===== config.mk =====
export PLATFORM = sky130hd
export DESIGN_NAME = alu_seq
export DESIGN_NICKNAME = d
export VERILOG_FILES = /design/src/rtl/alu_seq_pkg.sv /design/src/rtl/alu_addsub_core.sv /design/src/rtl/alu_seq.sv
export SDC_FILE = /design/constraint.sdc
export NUM_CORES = 1
export LEC_CHECK = 0
export ABC_AREA = 1
export BUFFER_PORTS_ARGS = -buffer_cell sky130_fd_sc_hd__buf_2
export CORE_UTILIZATION = 38
export CTS_BUF_LIST = sky130_fd_sc_hd__clkbuf_8
export CTS_CLUSTER_DIAMETER = 80
export CTS_CLUSTER_SIZE = 10
export DETAILED_ROUTE_END_ITERATION = 8
export GPL_ROUTABILITY_DRIVEN = 0
export HOLD_SLACK_MARGIN = 0.06
export PLACE_DENSITY_LB_ADDON = 0.05
export REMOVE_ABC_BUFFERS = 1
export SYNTH_ARGS = -nofsm -noshare
export SYNTH_HDL_FRONTEND = slang
export SYNTH_SLANG_ARGS = --single-unit

===== constraint.sdc =====
create_clock -name clk -period 6.75 [get_ports clk]
set_clock_uncertainty 0.2 [all_clocks]
set_input_delay 1.35 -clock clk [delete_from_list [all_inputs] [get_ports clk]]
set_output_delay 1.35 -clock clk [all_outputs]
set_load 0.01 [all_outputs]

===== src/rtl/alu_seq_pkg.sv =====
// Shared types for alu_seq: opcode and FSM state enums plus opcode legality helpers.
// The SHIFT state only exists when ALU_SEQ_SHIFT_EN is defined.
package alu_seq_pkg;

   typedef enum logic [3:0] {
      OP_ADD  = 4'd0,
      OP_SUB  = 4'd1,
      OP_AND  = 4'd2,
      OP_OR   = 4'd3,
      OP_XOR  = 4'd4,
      OP_NOR  = 4'd5,
      OP_NOT  = 4'd6,
      OP_PASS = 4'd7,
      OP_SLL  = 4'd8,
      OP_SRL  = 4'd9,
      OP_SRA  = 4'd10
   } op_e;

   localparam int NUM_OPS = 11;

`ifdef ALU_SEQ_SHIFT_EN
   typedef enum logic [1:0] {
      ST_IDLE  = 2'd0,
      ST_SHIFT = 2'd1,
      ST_DONE  = 2'd2
   } state_e;
`else
   typedef enum logic [1:0] {
      ST_IDLE  = 2'd0,
      ST_DONE  = 2'd2
   } state_e;
`endif

   function automatic logic op_is_shift(input logic [3:0] o);
      return (o == OP_SLL) || (o == OP_SRL) || (o == OP_SRA);
   endfunction

   // Without the shifter the shift opcodes fall back to the illegal-op response.
   function automatic logic op_is_legal(input logic [3:0] o);
`ifdef ALU_SEQ_SHIFT_EN
      return int'(o) < NUM_OPS;
`else
      return (int'(o) < NUM_OPS) && !op_is_shift(o);
`endif
   endfunction

endpackage


===== src/rtl/alu_addsub_core.sv =====
// Combinational adder/subtractor: carry is carry-out (no-borrow for subtract),
// overflow is two's-complement signed overflow.
module alu_addsub_core #(
   parameter int WIDTH = 32
) (
   input  logic [WIDTH-1:0] x,
   input  logic [WIDTH-1:0] y,
   input  logic             sub,
   output logic [WIDTH-1:0] sum,
   output logic             carry,
   output logic             overflow
);

   logic [WIDTH-1:0] y_eff;

   // Subtraction is x + ~y + 1, so the carry-out directly means "no borrow".
   assign y_eff = sub ? ~y : y;
   assign {carry, sum} = {1'b0, x} + {1'b0, y_eff} + {{WIDTH{1'b0}}, sub};
   assign overflow = (x[WIDTH-1] == y_eff[WIDTH-1]) && (sum[WIDTH-1] != x[WIDTH-1]);

endmodule


===== src/rtl/alu_seq.sv =====
// alu_seq: registered ALU with valid/ready handshake; single-cycle ops go straight to DONE.
// Define ALU_SEQ_SHIFT_EN to build the one-bit-per-cycle shifter (ops 8-10, SHIFT state).
module alu_seq #(
   parameter int WIDTH = 32
) (
   input  logic             clk,
   input  logic             rst,
   input  logic             in_valid,
   output logic             in_ready,
   input  logic [WIDTH-1:0] x,
   input  logic [WIDTH-1:0] y,
   input  logic [3:0]       op,
   output logic             out_valid,
   input  logic             out_ready,
   output logic [WIDTH-1:0] value,
   output logic             carry,
   output logic             zeroflag,
   output logic             msb,
   output logic             overflow,
   output logic             err
);

   import alu_seq_pkg::*;

   localparam int SHW = $clog2(WIDTH);

   if (WIDTH < 8 || WIDTH > 64 || SHW < 3) begin : g_width_check
      $error("alu_seq: WIDTH must be in 8..64");
   end

   state_e           state;
   state_e           state_next;
   logic             take;
   logic [WIDTH-1:0] core_sum;
   logic             core_carry;
   logic             core_ovf;
   logic [WIDTH-1:0] res;
   logic             res_carry;
   logic             res_ovf;
   logic             res_err;

`ifdef ALU_SEQ_SHIFT_EN
   logic [WIDTH-1:0] shreg;
   logic [SHW-1:0]   count;
   logic             shcarry;
   op_e              shop;
`endif

   alu_addsub_core #(.WIDTH(WIDTH)) u_addsub (
      .x        (x),
      .y        (y),
      .sub      (op == OP_SUB),
      .sum      (core_sum),
      .carry    (core_carry),
      .overflow (core_ovf)
   );

   assign in_ready  = (state == ST_IDLE) && !rst;
   assign take      = in_valid && in_ready;
   assign out_valid = (state == ST_DONE);

   // Single-cycle result; illegal ops leave res at zero with err raised.
   always_comb begin
      res       = '0;
      res_carry = 1'b0;
      res_ovf   = 1'b0;
      res_err   = !op_is_legal(op);
      case (op)
         OP_ADD, OP_SUB: begin
            res       = core_sum;
            res_carry = core_carry;
            res_ovf   = core_ovf;
         end
         OP_AND:  res = x & y;
         OP_OR:   res = x | y;
         OP_XOR:  res = x ^ y;
         OP_NOR:  res = ~(x | y);
         OP_NOT:  res = ~x;
         OP_PASS: res = y;
         default: res = '0;
      endcase
   end

   always_comb begin
      state_next = state;
      case (state)
         ST_IDLE: begin
            if (take) begin
`ifdef ALU_SEQ_SHIFT_EN
               state_next = op_is_shift(op) ? ST_SHIFT : ST_DONE;
`else
               state_next = ST_DONE;
`endif
            end
         end
`ifdef ALU_SEQ_SHIFT_EN
         ST_SHIFT: begin
            if (count == '0) state_next = ST_DONE;
         end
`endif
         ST_DONE: begin
            if (out_ready) state_next = ST_IDLE;
         end
         default: state_next = ST_IDLE;
      endcase
   end

   always_ff @(posedge clk) begin
      if (rst) state <= ST_IDLE;
      else     state <= state_next;
   end

   // Result registers only change on a completing edge, so they hold through DONE.
   always_ff @(posedge clk) begin
      if (rst) begin
         value    <= '0;
         carry    <= 1'b0;
         zeroflag <= 1'b0;
         msb      <= 1'b0;
         overflow <= 1'b0;
         err      <= 1'b0;
`ifdef ALU_SEQ_SHIFT_EN
         shreg    <= '0;
         count    <= '0;
         shcarry  <= 1'b0;
         shop     <= OP_SLL;
`endif
      end else begin
`ifdef ALU_SEQ_SHIFT_EN
         if (take && op_is_shift(op)) begin
            shreg   <= x;
            count   <= y[SHW-1:0];
            shcarry <= 1'b0;
            shop    <= op_e'(op);
         end else if (take) begin
            value    <= res;
            carry    <= res_carry;
            overflow <= res_ovf;
            err      <= res_err;
            zeroflag <= (res == '0);
            msb      <= res[WIDTH-1];
         end else if (state == ST_SHIFT) begin
            if (count == '0) begin
               value    <= shreg;
               carry    <= shcarry;
               overflow <= 1'b0;
               err      <= 1'b0;
               zeroflag <= (shreg == '0);
               msb      <= shreg[WIDTH-1];
            end else begin
               count <= count - SHW'(1);
               case (shop)
                  OP_SLL:  {shcarry, shreg} <= {shreg, 1'b0};
                  OP_SRL:  {shreg, shcarry} <= {1'b0, shreg};
                  default: {shreg, shcarry} <= {shreg[WIDTH-1], shreg};
               endcase
            end
         end
`else
         if (take) begin
            value    <= res;
            carry    <= res_carry;
            overflow <= res_ovf;
            err      <= res_err;
            zeroflag <= (res == '0);
            msb      <= res[WIDTH-1];
         end
`endif
      end
   end

endmodule


==> flow_summary.yaml, run 1 <==
outcome:
  status: "complete, no violations"
synth:
  ys_seq_area_share_pct: 11.3
  synthTopCellsByArea: "ha_1, nand2_1, dfxtp_1"
  synth_seq_cells: 37
  synth_top_area_share_pct: 19.5
  synth_edf_count: 0
  async_flop_share_pct: 0
  synth_top_cell_by_area: "ha_1"
  ys_warn_count: 0
  syn_avg_cell_area_um2: 5.89
  synthCells: 1114
  syn-cell-area_um2: 6560
  ys_types: 43
  synth_ff_type: "dfxtp_1"
cts:
  h-tree-depth: 2
  cts_resized: 0
  clock_latency_ns: 0.29
  tritoncts: "done"
  clock_sinks: 37
  numCtsBuffers: 5
  clk_pin_slew_ns: 0.07
  postCtsSetupBuffers: 0
  cts_max_path_buffers: 2
  cts_hold_buf: 0
  clockRootBuffer: "clkbuf_8"
grt:
  grt_pass1_wl_um: 34400
  track_usage_pct: 24.3
  grt.overflow.total: 0
  antenna_found_initial: 0
  grt_max_degree: 34
  grt_pass1_vias: 6616
power_and_ir_drop:
  pwr_density_cell_nw_per_um2: 122
  power.internal_mw: 0.483
  clock_power_share_pct: 16.5
  power_frac_comb_pct: 55.6
  seq_power_share_pct: 27.9
  swShare_pct: 46.0
  leakage_nw: 4.13
  p_switching_mw: 0.412
  irDropWorstVdd_v: 0.000127
sta:
  finalCritPeriodShare_pct: 71.3
  period_needed_ns: 4.81
  slew_viol_final: 0
  setup_tns_ns: 0
  hold_violations: 0
  setup_viol: 0
  tightest_slew_ns: 1.09
  whs_ns: 0.269
  slew_headroom_pct: 26.9
  rsz0062_at_grt: "no"
  clock.fmax_ghz: 0.208
finish:
  antennaDiodeCount: 0
  multi_input_area_um2: 4980
  n_fill_cell: 1891
  final_area_um2: 7360
  layout_common_cells: "nand2_1, inv_1, buf_2, nor2_1, ha_1"
  mostFrequentLayoutCell: "nand2_1"
  nNetsFinal: 1380
  drive_gt1_share_pct: 12.2
  stdcell_count: 1426
  syn2layout_area_growth_pct: 12.2
  register_area_um2: 741
place:
  post-dp-hpwl_um: 17400
  io_buffers: 110
  dp.cells: 1418
  post_dp_cell_area_um2: 7270
critical_path:
  r2r_end: "zeroflag"
  r2r_slack_ns: 4.53
  r2r_cells: 12
  arrival_ns: 4.84
  crit_chain: "buf_2 -> nor2_1 -> buf_4 -> nand2_2 -> buf_4 -> xor2_1 -> ha_1 -> nand2_1 -> inv_1 -> a21oi_1 -> nand3_1 -> nand2_1 -> nand2_1 -> or2_2 -> nand3_1 -> nand2_1 -> inv_1 -> nand3b_1 -> nor3_1 -> nand3_1 -> a21oi_1"
  required_ns: 6.78
  critical_path_class: "primary input to flop"
  worstPathMaxFanout: 18
  crit_family: "simple AND/OR/NAND/NOR gates"
  cp-start-kind: "primary input"
  cp_slowest_cell: "ha_1"
  crit_path_end_kind: "flop"
  r2r-start: "state[1]"
  cp_common_cell: "nand2_1"
  critPathBufInv: 5
  cp_slowest_stage_delay_ns: 0.36
floorplanning:
  num_io_pins: 111
  initial_utilization_pct: 39.3
  die_h_um: 133
  num_rows: 47
  dieArea_um2: 17800
  coreArea_um2: 16700
  die_x_um: 133
route:
  initialDrtViolationCount: 508
  num_vias: 7286
  ant_nets: 0
  wl_per_cell_um: 15.0
  drc: 0
  wirelength_um: 21400
  first_pass_iters: 5
  avgViaCountPerCell: 5.11
worst_hold_path:
  hp-class: "flop to flop"
  min_from: "err"
  holdPathEnd: "err"
  hold_depth: 2
flow_run:
  drv_cap: 0
[kinds of logic (layout without fill, tap and decap cells)]
kind of cell,Yosys count,in the layout,synth area share (%)
AO/OA/AOI/OAI,186,186,16.6
buffers and inverters,215,307,13.0
AND/OR/NAND/NOR,540,540,35.0
flip-flops,37,37,11.3
XOR/XNOR,33,33,4.41
adder cells (fa/ha/maj),103,103,19.8
[area by class of cell]
| type | count | share of cell area (%) |
|---|---|---|
| inverter | 183 | 9.34 |
| clock inverter | 3 | 0.187 |
| multi-input combinational | 862 | 67.6 |
| sequential | 37 | 10.1 |
| timing repair buffer | 116 | 8.10 |
| tap | 220 | 3.74 |
| clock buffer | 5 | 0.935 |
[worst min-delay path, cell delays in order, from the launching register on]
cell and delay [ns]:
dfxtp_1 0.31, nand2_1 0.06, a21oi_1 0.05
[worst max path at each step]
stage	slack, ns	cells after the start	start	end
after global routing	1.46	23	op[3]	zeroflag
after CTS	1.95	21	op[3]	zeroflag
final	1.94	21	op[3]	zeroflag
after global placement	1.62	22	op[3]	zeroflag
after floorplan	1.54	18	op[3]	zeroflag
after detailed placement	1.66	21	op[3]	zeroflag
[synthesized netlist by cell type, types with 7 or more instances]
library cell	count
inv_1	178
o21ai_0	82
nand2_2	8
nand2_1	294
nand4_1	13
nor3_1	23
dfxtp_1	37
a21oi_1	47
nand3b_1	18
buf_2	7
o22ai_1	15
xor2_1	33
a22o_1	8
nor2_1	104
clkbuf_1	14
nand3_1	74
ha_1	102
[sequential cells by signal (all words and copies together) (netlist names)]
signal	flops
value	32
carry	1
zeroflag	1
err	1
state	1
overflow	1
[power groups by stage]
stage          clock network, mW  logic (mW)  registers [mW]
2_1_floorplan                  0       0.314           0.264
3_3_place_gp                   0       0.491           0.255
3_5_place_dp                   0       0.491           0.254
4_1_cts                    0.155       0.494           0.249
5_1_grt                    0.163       0.565           0.252
6_report                   0.148       0.497           0.249
[per-layer routing]
layer	vias to the layer above	wire length (um)	share of wire, %	GRT usage [%]
li1	3790	-	-	-
met1	3278	11200	52	36.4
met2	201	8860	41	37.8
met3	17	1140	5.3	1.79
met4	0	263	1.2	4.92
met5	-	0	0	0
[metrics by stage]
stage	power, mW	util (%)	setup slack, ns
floorplan	0.578	-	1.54
global route	0.980	44.1	1.46
finish	0.894	44.1	1.94
CTS	0.898	44.1	1.95
global placement	0.745	43.6	1.62
detailed placement	0.745	43.6	1.66
Note: power is estimated with default switching activity, not from simulation.
==> run 2: changes to the inputs <==
clock period = 4.34 ns   (was 6.75 ns; I/O delays follow)
==> run 2 against run 1 <==
  * Critical endpoint unchanged
  * Register-to-register slack got worse by 2.4 ns
  * Die area stayed put
  * Critical path depth rose by 1
  * Wire length increased by 1.7%
  * Via count grew 1.6%
  * Clock-buffer cell count rose by 1
  * Sequential share of layout area shrank 0.16 points
==> flow_summary.yaml, run 2 (same netlist as run 1, synthesis figures left out) <==
outcome:
  status: "complete, no violations"
floorplanning:
  num_io_pins: 111
  initial_utilization_pct: 39.3
  coreArea_um2: 16700
  num_rows: 47
  dieArea_um2: 17800
  die_x_um: 133
  die_h_um: 133
route:
  wirelength_um: 21800
  drc: 0
  avgViaCountPerCell: 5.15
  ant_nets: 0
  first_pass_iters: 5
  num_vias: 7404
  initialDrtViolationCount: 501
  wl_per_cell_um: 15.2
finish:
  mostFrequentLayoutCell: "nand2_1"
  largest_reg_flops: 32
  layout_common_cells: "nand2_1, inv_1, buf_2, nor2_1, ha_1"
  syn2layout_area_growth_pct: 14.0
  drive_gt1_share_pct: 13.1
  fin_util_pct: 44.8
  antennaDiodeCount: 0
  nNetsFinal: 1394
  n_fill_cell: 1888
  final_area_um2: 7480
  regMostFlops: "value"
cts:
  clk_pin_slew_ns: 0.07
  numCtsBuffers: 5
  clock_sinks: 37
  h-tree-depth: 2
  clock_latency_ns: 0.29
  cts_resized: 0
  postCtsSetupBuffers: 0
  clockRootBuffer: "clkbuf_8"
  cts_hold_buf: 0
  tritoncts: "done"
  cts_max_path_buffers: 2
critical_path:
  cp-start-kind: "primary input"
  critical_path_class: "primary input to flop"
  crit_path_end_kind: "flop"
  worstPathMaxFanout: 31
  required_ns: 4.37
  arrival_ns: 3.87
sta:
  rsz0062_at_grt: "no"
  setup_viol: 0
  period_needed_ns: 3.84
  finalCritPeriodShare_pct: 88.5
  slew_viol_final: 0
  tightest_slew_ns: 0.957
  hold_violations: 0
  clock.fmax_ghz: 0.260
  slew_headroom_pct: 36.1
worst_hold_path:
  hp-class: "flop to flop"
power_and_ir_drop:
  finalPower_mw: 1.41
  pwr_density_cell_nw_per_um2: 189
  irDropWorstVdd_v: 0.000219
  leakage_nw: 4.20
grt:
  grt_max_degree: 34
  antenna_found_initial: 0
  grt_pass1_vias: 6615
  grt_pass1_wl_um: 35100
  track_usage_pct: 24.9
  grt.overflow.total: 0
place:
  io_buffers: 110
  post_dp_cell_area_um2: 7390
  post-dp-hpwl_um: 17700
flow_run:
  drv_cap: 0
[run 2: changes by cell type in the layout (fill, tap and decap cells not counted), sizes merged]
| cell | change |
|---|---|
| buf | +14 |
| clkbuf | +1 |
| clkinv | -2 |
[run 2: metrics by stage]
stage               instances  TNS, ns  worst slack (ns)  hold WS [ns]
CTS                      1439        0             0.533         0.262
detailed placement       1432        0             0.239         0.252
finish                   1439        0             0.498         0.264
global placement         1432        0             0.266         0.247
global route             1439        0             0.137         0.290
floorplan                1082    -1.50            -0.384         0.280
[run 2: path summary, 6_finish.rpt]
kind,start,endpoint,slack [ns],cells past startpoint
hold / removal,err,err,0.26,2
setup reg to reg,state[1],zeroflag,2.11,12
setup / recovery,op[0],zeroflag,0.50,22
hold reg to reg,err,err,0.26,2
[run 2: cell type report]
class	instances	area, um2	area share (%)
Tap cell	220	275	3.68
Clock buffer	6	82.6	1.10
Multi-Input combinational cell	862	4980	66.5
Sequential cell	37	741	9.90
Clock inverter	1	3.75	0.0502
Timing Repair Buffer	130	713	9.54
Inverter	183	687	9.19
[run 2: worst max-delay path, stage by stage]
cell	delay (ns)
buf_2	0.12
inv_2	0.05
nor2_4	0.16
nand2_2	0.10
buf_12	0.20
xor2_1	0.16
ha_1	0.36
a21oi_1	0.23
inv_1	0.06
a21oi_1	0.27
nor2_1	0.07
nor2_1	0.17
nand3_1	0.12
o21ai_0	0.09
nand2_1	0.06
nand3_1	0.07
nand2_1	0.15
nor2_1	0.16
nand2_1	0.06
nor2_1	0.10
nand3_1	0.08
a21oi_1	0.12
[run 2: where the power goes]
| part | internal (mW) | total [mW] | leakage (nW) | switching (mW) |
|---|---|---|---|---|
| logic | 0.279 | 0.786 | 3.85 | 0.507 |
| clock network | 0.123 | 0.239 | 0.0485 | 0.115 |
| registers | 0.372 | 0.388 | 0.306 | 0.0157 |
| total | 0.774 | 1.41 | 4.20 | 0.638 |
[run 2: per-layer routing]
layer	global-route usage [%]	up-vias	share of wire, %
li1	-	3825	-
met1	37.5	3334	52
met2	38.5	223	41
met3	1.37	22	4.7
met4	5.18	0	1.4
met5	0	-	0
